<file path="src/rtl/rom_leb128_reader_pkg.sv">
// Shared constants, state encoding and shift helper for the ROM-side LEB128 u32 decoder.
package rom_leb128_reader_pkg;

    localparam int LEB_MAX_BYTES = 5;
    localparam int LEB_CONT_BIT  = 7;

    typedef enum logic [1:0] {
        ST_IDLE,
        ST_REQ,
        ST_DONE,
        ST_ERR
    } leb_state_e;

    // Bit position of the 7-bit group for byte index idx (0..5).
    function automatic logic [5:0] leb_shift(input logic [2:0] idx);
        return 6'(idx) * 6'd7;
    endfunction

endpackage

</file>
<file path="src/rtl/rom_leb128_reader.sv">
// Fetches bytes from the ROM and decodes one LEB128 u32 for the wasm loader.
// Optional signed decode is enabled by defining LEB_SIGNED_EN (adds is_signed).
module rom_leb128_reader
    import rom_leb128_reader_pkg::*;
#(
    parameter int TIMEOUT = 16,
    parameter int ADDR_W  = 32
) (
    input  logic              clk,
    input  logic              rst,
    input  logic              start,
    input  logic [ADDR_W-1:0] start_addr,
`ifdef LEB_SIGNED_EN
    input  logic              is_signed,
`endif
    output logic [ADDR_W-1:0] rom_addr,
    output logic              rom_read_en,
    input  logic [7:0]        rom_data_in,
    input  logic              rom_ready,
    output logic              busy,
    output logic              done,
    output logic              error,
    output logic [31:0]       value,
    output logic [2:0]        length,
    output logic [ADDR_W-1:0] next_addr
);

    localparam int CNT_W = $clog2(TIMEOUT + 1);

    leb_state_e        state_q, state_d;
    logic [ADDR_W-1:0] rom_addr_q, rom_addr_d;
    logic [ADDR_W-1:0] start_addr_q, start_addr_d;
    logic [ADDR_W-1:0] next_addr_q, next_addr_d;
    logic              read_en_q, read_en_d;
    logic              busy_q, busy_d;
    logic              done_q, done_d;
    logic              error_q, error_d;
    logic [31:0]       value_q, value_d;
    logic [2:0]        length_q, length_d;
    logic [CNT_W-1:0]  cnt_q, cnt_d;
    logic              signed_q, signed_d;

    logic [31:0]       acc;
    logic [2:0]        len_inc;
    logic              last_byte;
    logic              overflow;
    logic              cont;

    always_ff @(posedge clk) begin
        if (rst) begin
            state_q      <= ST_IDLE;
            rom_addr_q   <= '0;
            start_addr_q <= '0;
            next_addr_q  <= '0;
            read_en_q    <= 1'b0;
            busy_q       <= 1'b0;
            done_q       <= 1'b0;
            error_q      <= 1'b0;
            value_q      <= '0;
            length_q     <= '0;
            cnt_q        <= '0;
            signed_q     <= 1'b0;
        end else begin
            state_q      <= state_d;
            rom_addr_q   <= rom_addr_d;
            start_addr_q <= start_addr_d;
            next_addr_q  <= next_addr_d;
            read_en_q    <= read_en_d;
            busy_q       <= busy_d;
            done_q       <= done_d;
            error_q      <= error_d;
            value_q      <= value_d;
            length_q     <= length_d;
            cnt_q        <= cnt_d;
            signed_q     <= signed_d;
        end
    end

    always_comb begin
        acc       = value_q | (32'(rom_data_in[6:0]) << leb_shift(length_q));
        len_inc   = length_q + 3'd1;
        last_byte = (length_q == 3'(LEB_MAX_BYTES - 1));
        cont      = rom_data_in[LEB_CONT_BIT];
`ifdef LEB_SIGNED_EN
        // A signed 5th byte may only carry sign copies above bit 31.
        if (signed_q)
            overflow = !((rom_data_in[6:3] == 4'h0) || (rom_data_in[6:3] == 4'hF));
        else
            overflow = (rom_data_in[6:4] != 3'd0);
`else
        overflow  = (rom_data_in[6:4] != 3'd0);
`endif
    end

    always_comb begin
        state_d      = state_q;
        rom_addr_d   = rom_addr_q;
        start_addr_d = start_addr_q;
        next_addr_d  = next_addr_q;
        read_en_d    = read_en_q;
        busy_d       = busy_q;
        done_d       = 1'b0;
        error_d      = 1'b0;
        value_d      = value_q;
        length_d     = length_q;
        cnt_d        = cnt_q;
        signed_d     = signed_q;

        case (state_q)
            ST_IDLE: begin
                if (start) begin
                    state_d      = ST_REQ;
                    rom_addr_d   = start_addr;
                    start_addr_d = start_addr;
                    read_en_d    = 1'b1;
                    busy_d       = 1'b1;
                    value_d      = '0;
                    length_d     = '0;
                    cnt_d        = '0;
`ifdef LEB_SIGNED_EN
                    signed_d     = is_signed;
`endif
                end
            end
            ST_REQ: begin
                if (rom_ready) begin
                    cnt_d    = '0;
                    value_d  = acc;
                    length_d = len_inc;
                    if (last_byte && (cont || overflow)) begin
                        state_d     = ST_ERR;
                        error_d     = 1'b1;
                        next_addr_d = rom_addr_q + ADDR_W'(1);
                        busy_d      = 1'b0;
                        read_en_d   = 1'b0;
                    end else if (!cont) begin
                        state_d     = ST_DONE;
                        done_d      = 1'b1;
                        next_addr_d = start_addr_q + ADDR_W'(len_inc);
                        busy_d      = 1'b0;
                        read_en_d   = 1'b0;
                        // Shifts of 32 or more produce zero, so a full 5-byte value is left alone.
                        if (signed_q && rom_data_in[6])
                            value_d = acc | (32'hFFFF_FFFF << leb_shift(len_inc));
                    end else begin
                        rom_addr_d = rom_addr_q + ADDR_W'(1);
                    end
                end else if (cnt_q == CNT_W'(TIMEOUT - 1)) begin
                    state_d     = ST_ERR;
                    error_d     = 1'b1;
                    next_addr_d = rom_addr_q + ADDR_W'(1);
                    busy_d      = 1'b0;
                    read_en_d   = 1'b0;
                end else begin
                    cnt_d = cnt_q + CNT_W'(1);
                end
            end
            ST_DONE: state_d = ST_IDLE;
            ST_ERR:  state_d = ST_IDLE;
            default: state_d = ST_IDLE;
        endcase
    end

    assign rom_addr    = rom_addr_q;
    assign rom_read_en = read_en_q;
    assign busy        = busy_q;
    assign done        = done_q;
    assign error       = error_q;
    assign value       = value_q;
    assign length      = length_q;
    assign next_addr   = next_addr_q;

endmodule

</file>
<file path="config.mk">
export PLATFORM = sky130hd
export DESIGN_NAME = rom_leb128_reader
export DESIGN_NICKNAME = d
export VERILOG_FILES = /design/src/rtl/rom_leb128_reader_pkg.sv /design/src/rtl/rom_leb128_reader.sv
export SDC_FILE = /design/constraint.sdc
export NUM_CORES = 1
export LEC_CHECK = 0
export BUFFER_PORTS_ARGS = -buffer_cell sky130_fd_sc_hd__buf_2
export CORE_ASPECT_RATIO = 1.75
export CORE_UTILIZATION = 35
export CTS_BUF_LIST = sky130_fd_sc_hd__clkbuf_8 sky130_fd_sc_hd__clkbuf_16
export DETAILED_ROUTE_END_ITERATION = 7
export HOLD_SLACK_MARGIN = 0.15
export SETUP_SLACK_MARGIN = 0.1
export SKIP_LAST_GASP = 1
export SLEW_MARGIN = 20
export SYNTH_ARGS = -nofsm -noshare
export SYNTH_HDL_FRONTEND = slang
export SYNTH_SLANG_ARGS = --single-unit
export TNS_END_PERCENT = 1
</file>
<file path="constraint.sdc">
create_clock -name clk -period 3.7 [get_ports clk]
set_input_delay 0.185 -clock clk [delete_from_list [all_inputs] [get_ports clk]]
set_output_delay 0.185 -clock clk [all_outputs]
set_load 0.02 [all_outputs]
</file>
Word level (Yosys, flattened, before mapping)
Cells that the tools add are included.
{"block": "op_classes", "add_sub_neg": 4, "shifts": 1, "eq_ne": 13, "reduce_logical": 16, "mux": 35, "mul": 1, "bitwise": 3}
{"cell": "32-bit two-way mux", "count": 10}
{"cell": "32-bit case mux with 2 select lines", "count": 2}
{"cell": "32-bit by 1-bit adder with 32-bit output, second input constant", "count": 1}
{"cell": "32-bit by 3-bit adder with 32-bit output", "count": 1}
{"cell": "32-bit OR", "count": 1}
{"cell": "7-bit by 6-bit left shift with 32-bit output", "count": 1}
{"cell": "5-bit two-way mux", "count": 3}
{"cell": "3-bit AND reduction", "count": 4}
{"cell": "2-bit two-way mux", "count": 5}
{"cell": "5-bit case mux with 2 select lines", "count": 1}
{"cell": "1-bit two-way mux", "count": 9}
{"cell": "2-bit inequality test, second input constant", "count": 4}
{"cell": "3-bit by 3-bit multiplier with 6-bit output, second input constant", "count": 1}
{"cell": "3-bit two-way mux", "count": 2}
{"cell": "3-bit inequality test, second input constant", "count": 2}
{"cell": "2-bit case mux with 3 select lines", "count": 1}
{"cell": "3-bit case mux with 2 select lines", "count": 1}
{"cell": "5-bit by 1-bit adder with 5-bit output, second input constant", "count": 1}
{"cell": "5-bit by 4-bit == test with 1-bit output, second input constant", "count": 1}
{"cell": "5-bit AND reduction", "count": 1}
{"cell": "2-bit == test, second input constant", "count": 2}
{"cell": "4-bit inequality test, second input constant", "count": 1}
{"cell": "4-bit AND reduction", "count": 1}
{"cell": "2-bit nonzero test", "count": 2}
{"cell": "13 further kinds", "count": 15}
{"block": "word_totals", "in_bits": 44, "word_cells": 83, "register_bits": 141}

Longest topological paths before layout
{"block": "depth", "ltp_word": 6, "ltp_mapped": 11}

Worst setup path before layout
No wires, ideal clock.
{"block": "synth_path", "path_kind": "register -> register", "from": "reg length_q[0] (netlist: length[0])", "to": "reg next_addr_q[16] (netlist: next_addr[16])", "stages_incl_launch_ff": 11, "arrival_time_ns": 2.634, "n_path_buf": 1, "path_slack_ns": 0.945, "setup_time_ns": 0.122, "synth_period_minus_slack_ns": 2.755, "path_cell_list": "dfxtp_1 > inv_1 > ha_1 > inv_1 > fa_1 > nor2b_1 > o2111ai_1 > buf_2 > nor3_1 > xor2_1 > a221o_1"}
{"block": "synth_between", "elab_chain_cells": 5, "elab_cells_between_ends": 9}
{"element": "from (decl)", "line": "rom_leb128_reader.sv:39", "source": "logic [2:0] length_q, length_d;"}
{"element": "from (signal assigned)", "line": "rom_leb128_reader.sv:73", "source": "length_q <= length_d;"}
{"element": "3-bit by 1-bit adder with 3-bit output", "line": "rom_leb128_reader.sv:81", "source": "len_inc = length_q + 3'd1;"}
{"element": "32-bit by 3-bit adder with 32-bit output", "line": "rom_leb128_reader.sv:139", "source": "next_addr_d = start_addr_q + ADDR_W'(len_inc);"}
{"element": "32-bit two-way mux", "line": "rom_leb128_reader.sv:136", "source": "end else if (!cont) begin"}
{"element": "32-bit two-way mux", "line": "rom_leb128_reader.sv:130", "source": "if (last_byte && (cont || overflow)) begin"}
{"element": "32-bit two-way mux", "line": "rom_leb128_reader.sv:126", "source": "if (rom_ready) begin"}
{"element": "to (signal assigned)", "line": "rom_leb128_reader.sv:67", "source": "next_addr_q <= next_addr_d;"}
{"element": "to (decl)", "line": "rom_leb128_reader.sv:33", "source": "logic [ADDR_W-1:0] next_addr_q, next_addr_d;"}
Parallel ways exist; a longest one is shown, timed or not. The select of a mux whose other input is x is not followed.
A chain may end at the register's enable or synchronous reset.

Worst setup path after layout
{"block": "layout_path", "from": "reg length_q[0] (netlist: length[0])", "to": "reg next_addr_q[30] (netlist: next_addr[30])"}
Same word-level chain as after synthesis.

==> metrics <==
Post CTS Setup Buffer Count=0; Yosys warning total=0; GRT overflow=0; RSZ-0062 raised after global routing=no; fillers=about 2100; Synth area leader=dfxtp_1; failing checks=DRC; Max Fanout on Critical Path=13; Leak Pwr=around 3.6 nW; Via density=between 5 and 6; Synth top cells by count=141 x dfxtp_1, 131 x nand2_1, 113 x a21oi_1; GPL Wtd Cong=0.934; WP data arrival=~3.3 ns; ANT nets after route=0; share of the synthesized area in the top cell type=38.4%; total power=0.00393 W; first-pass GRT wire length=~42000 microns; main combinational cell family by area after synthesis=simple AND/OR/NAND/NOR gates; Post-synth ARST share=0%; Yosys reg bits=approximately 140; Routed WL=approximately 27000 microns; Syn-to-layout area delta=24.7%; syn_area_per_cell=about 8 sq um; Synth Area in Compound Gates=between 20% and 30%; drt wl/cell=20.4 microns; Initial Utilization=between 30 and 40%; Reg clk slew, reported paths=0.07 ns; outcome=complete, but fails checks; sequential area share after synthesis=between 30% and 40%; HPWL after DPL=approximately 20000 microns; Net Count, Synth=around 980; CP Launch Type=register; CP cell instances=inv_1, ha_1, inv_1, fa_1, nor2b_1, o2111ai_1, buf_4, nor4_1, xnor2_1, a221o_1; vias in the first global route=between 7000 and 8000; Post-synth EDFFs=0; Simple-Gate Fraction of Synth Area=a little over a quarter; Synth Area in XOR/XNOR=about 4.4%; Slew HR=a little over a third; crit path kind=reg -> reg; I/O Buffers=approximately 150; Setup crit end kind=register; PD cells=approximately 430 mW/mm^2; initial drt markers=~470; IO Count=roughly 150; footprint of the multi-input gates=roughly 0.0042 sq mm; # DRC=13; clk sinks=141; Post-Syn Area=0.00735 sq mm; cells after synthesis=between 900 and 1000; max cap viols=0; final-report max-slew violation count=0; GRT Resource Usage Total=~25%; core area=a little over 0.02 sq mm; shortest period the worst path allows=2.99 ns; register area=roughly 0.0028 sq mm; Num CTS Buffers=17; layout cell share with drive strength beyond 1=21.0%; final instance area=0.00917 sq mm; drt first pass iters=7; clk_skew=between 0.015 and 0.02 ns; Final #Nets=1129; slowest stage delay, CP=approximately 0.48 ns; Placement Cell Area=between 0.008 and 0.009 sq mm; antenna violations before repair=0; row count=around 70; Final setup viols=0; post-synthesis mux area share=0.817%; type of the worst min-delay path=in -> reg; Final period util=a little over 80%; Synth cell types=79; worst vdd ir=roughly 0.26 mV; Post-Synth Adder-Cell Area=1.63%; Worst EP required=4.03 ns; post-route setup TNS=0 ns; CTS tree=built; chip width=around 110 microns; most frequent cell after synthesis=dfxtp_1; CTS root buffer=clkbuf_16; n_diodes=0; Top cell by count, worst path=inv_1; total number of vias=roughly 7700; htree depth=4; Final Hold Viols=0; worst-case clock buffer depth=2; die area=between 0.02 and 0.025 sq mm; dominant synthesized flop cell=dfxtp_1; clock latency on the worst-skew pair=approximately 0.44 ns; Slowest-stage cell, CP=dfxtp_1; fmax=0.334 GHz; Least-Margin Pin Slew=around 1 ns; Synth area leaders=dfxtp_1 38%, a21oi_1 7.7%, nand2_1 6.7%; DIE HEIGHT=194 microns; largest net degree at the start of global routing=84
worst max-delay path: cells and delay by family (launching register included):
kind | cells | cell delay [ns]
AO/OA/AOI/OAI | 2 | 0.48
XOR/XNOR | 1 | 0.11
adder cells (fa/ha/maj) | 2 | 0.79
buffers and inverters | 3 | 0.44
flip-flops | 1 | 0.48
AND/OR/NAND/NOR | 2 | 0.58
final cells by class:
| type | count | share of cell area (%) |
|---|---|---|
| Tap cell | 248 | 3.39 |
| Timing Repair Buffer | 200 | 13.5 |
| Clock buffer | 20 | 5.09 |
| Sequential cell | 141 | 30.8 |
| Clock inverter | 12 | 1.11 |
| Multi-Input combinational cell | 698 | 45.4 |
| Inverter | 18 | 0.737 |
worst paths after layout:
kind	slack, ns	to	start	cells after the start
min reg2reg	0.45	cnt_q[4]	cnt_q[4]	2
max reg2reg	0.71	next_addr[30]	length[0]	10
max	0.71	next_addr[30]	length[0]	10
min	0.20	start_addr_q[30]	start_addr[30]	4
metrics by stage:
stage	hold WS, ns	cells	worst slack, ns	util, %
floorplan	0.321	925	0.945	-
global placement	0.438	1266	0.850	40.1
detailed placement	0.448	1266	0.741	40.1
CTS	0.206	1337	0.744	44.8
global route	0.232	1337	0.468	44.8
finish	0.196	1337	0.708	44.8
flip-flops by register name, indices dropped and copies added, names as in the netlist:
| name | flops |
|---|---|
| next_addr | 32 |
| rom_addr | 32 |
| start_addr_q | 32 |
| value | 32 |
| cnt_q | 5 |
| length | 3 |
| state_q | 2 |
| busy | 1 |
| done | 1 |
| error | 1 |
metal layers:
| metal | share of wire [%] | track usage [%] |
|---|---|---|
| met1 | 36 | 25.5 |
| met4 | 8.6 | 21.4 |
| met3 | 5.0 | 4.69 |
| met5 | 0 | 0 |
| met2 | 50 | 45.3 |
kinds of logic after synthesis:
group,count (synthesis)
AND/OR/NAND/NOR,386
AO/OA/AOI/OAI,260
flip-flops,141
buffers and inverters,86
XOR/XNOR,37
adder cells (fa/ha/maj),9
multiplexers,6
report_power, final:
group          internal [W]  switching [W]  leakage, nW
Sequential          0.00159       0.000110         1.15
Combinational      0.000208       0.000368         2.17
Clock              0.000927       0.000728        0.276
repair_timing:
action / in CTS / in global routing
hold buffers: 39 / 0
gates resized for setup: 0 / 0
hold endpoints to repair: 74 / 0
layout by cell type, fill, tap and decap left out, types with 8 or more instances in the layout:
master,instances
nor3_1,18
nor2_1,77
buf_4,15
nand4_1,18
xnor2_1,29
o21ai_0,40
nand3_1,37
clkbuf_16,17
dlygate4sd3_1,39
dfxtp_1,141
nor4_1,21
a21oi_1,113
nand2_1,131
ha_1,8
o211ai_1,8
inv_1,16
buf_2,146
or3_1,8
and2_1,12
xor2_1,8
a31oi_1,14
(Power assumes the default switching activity.)
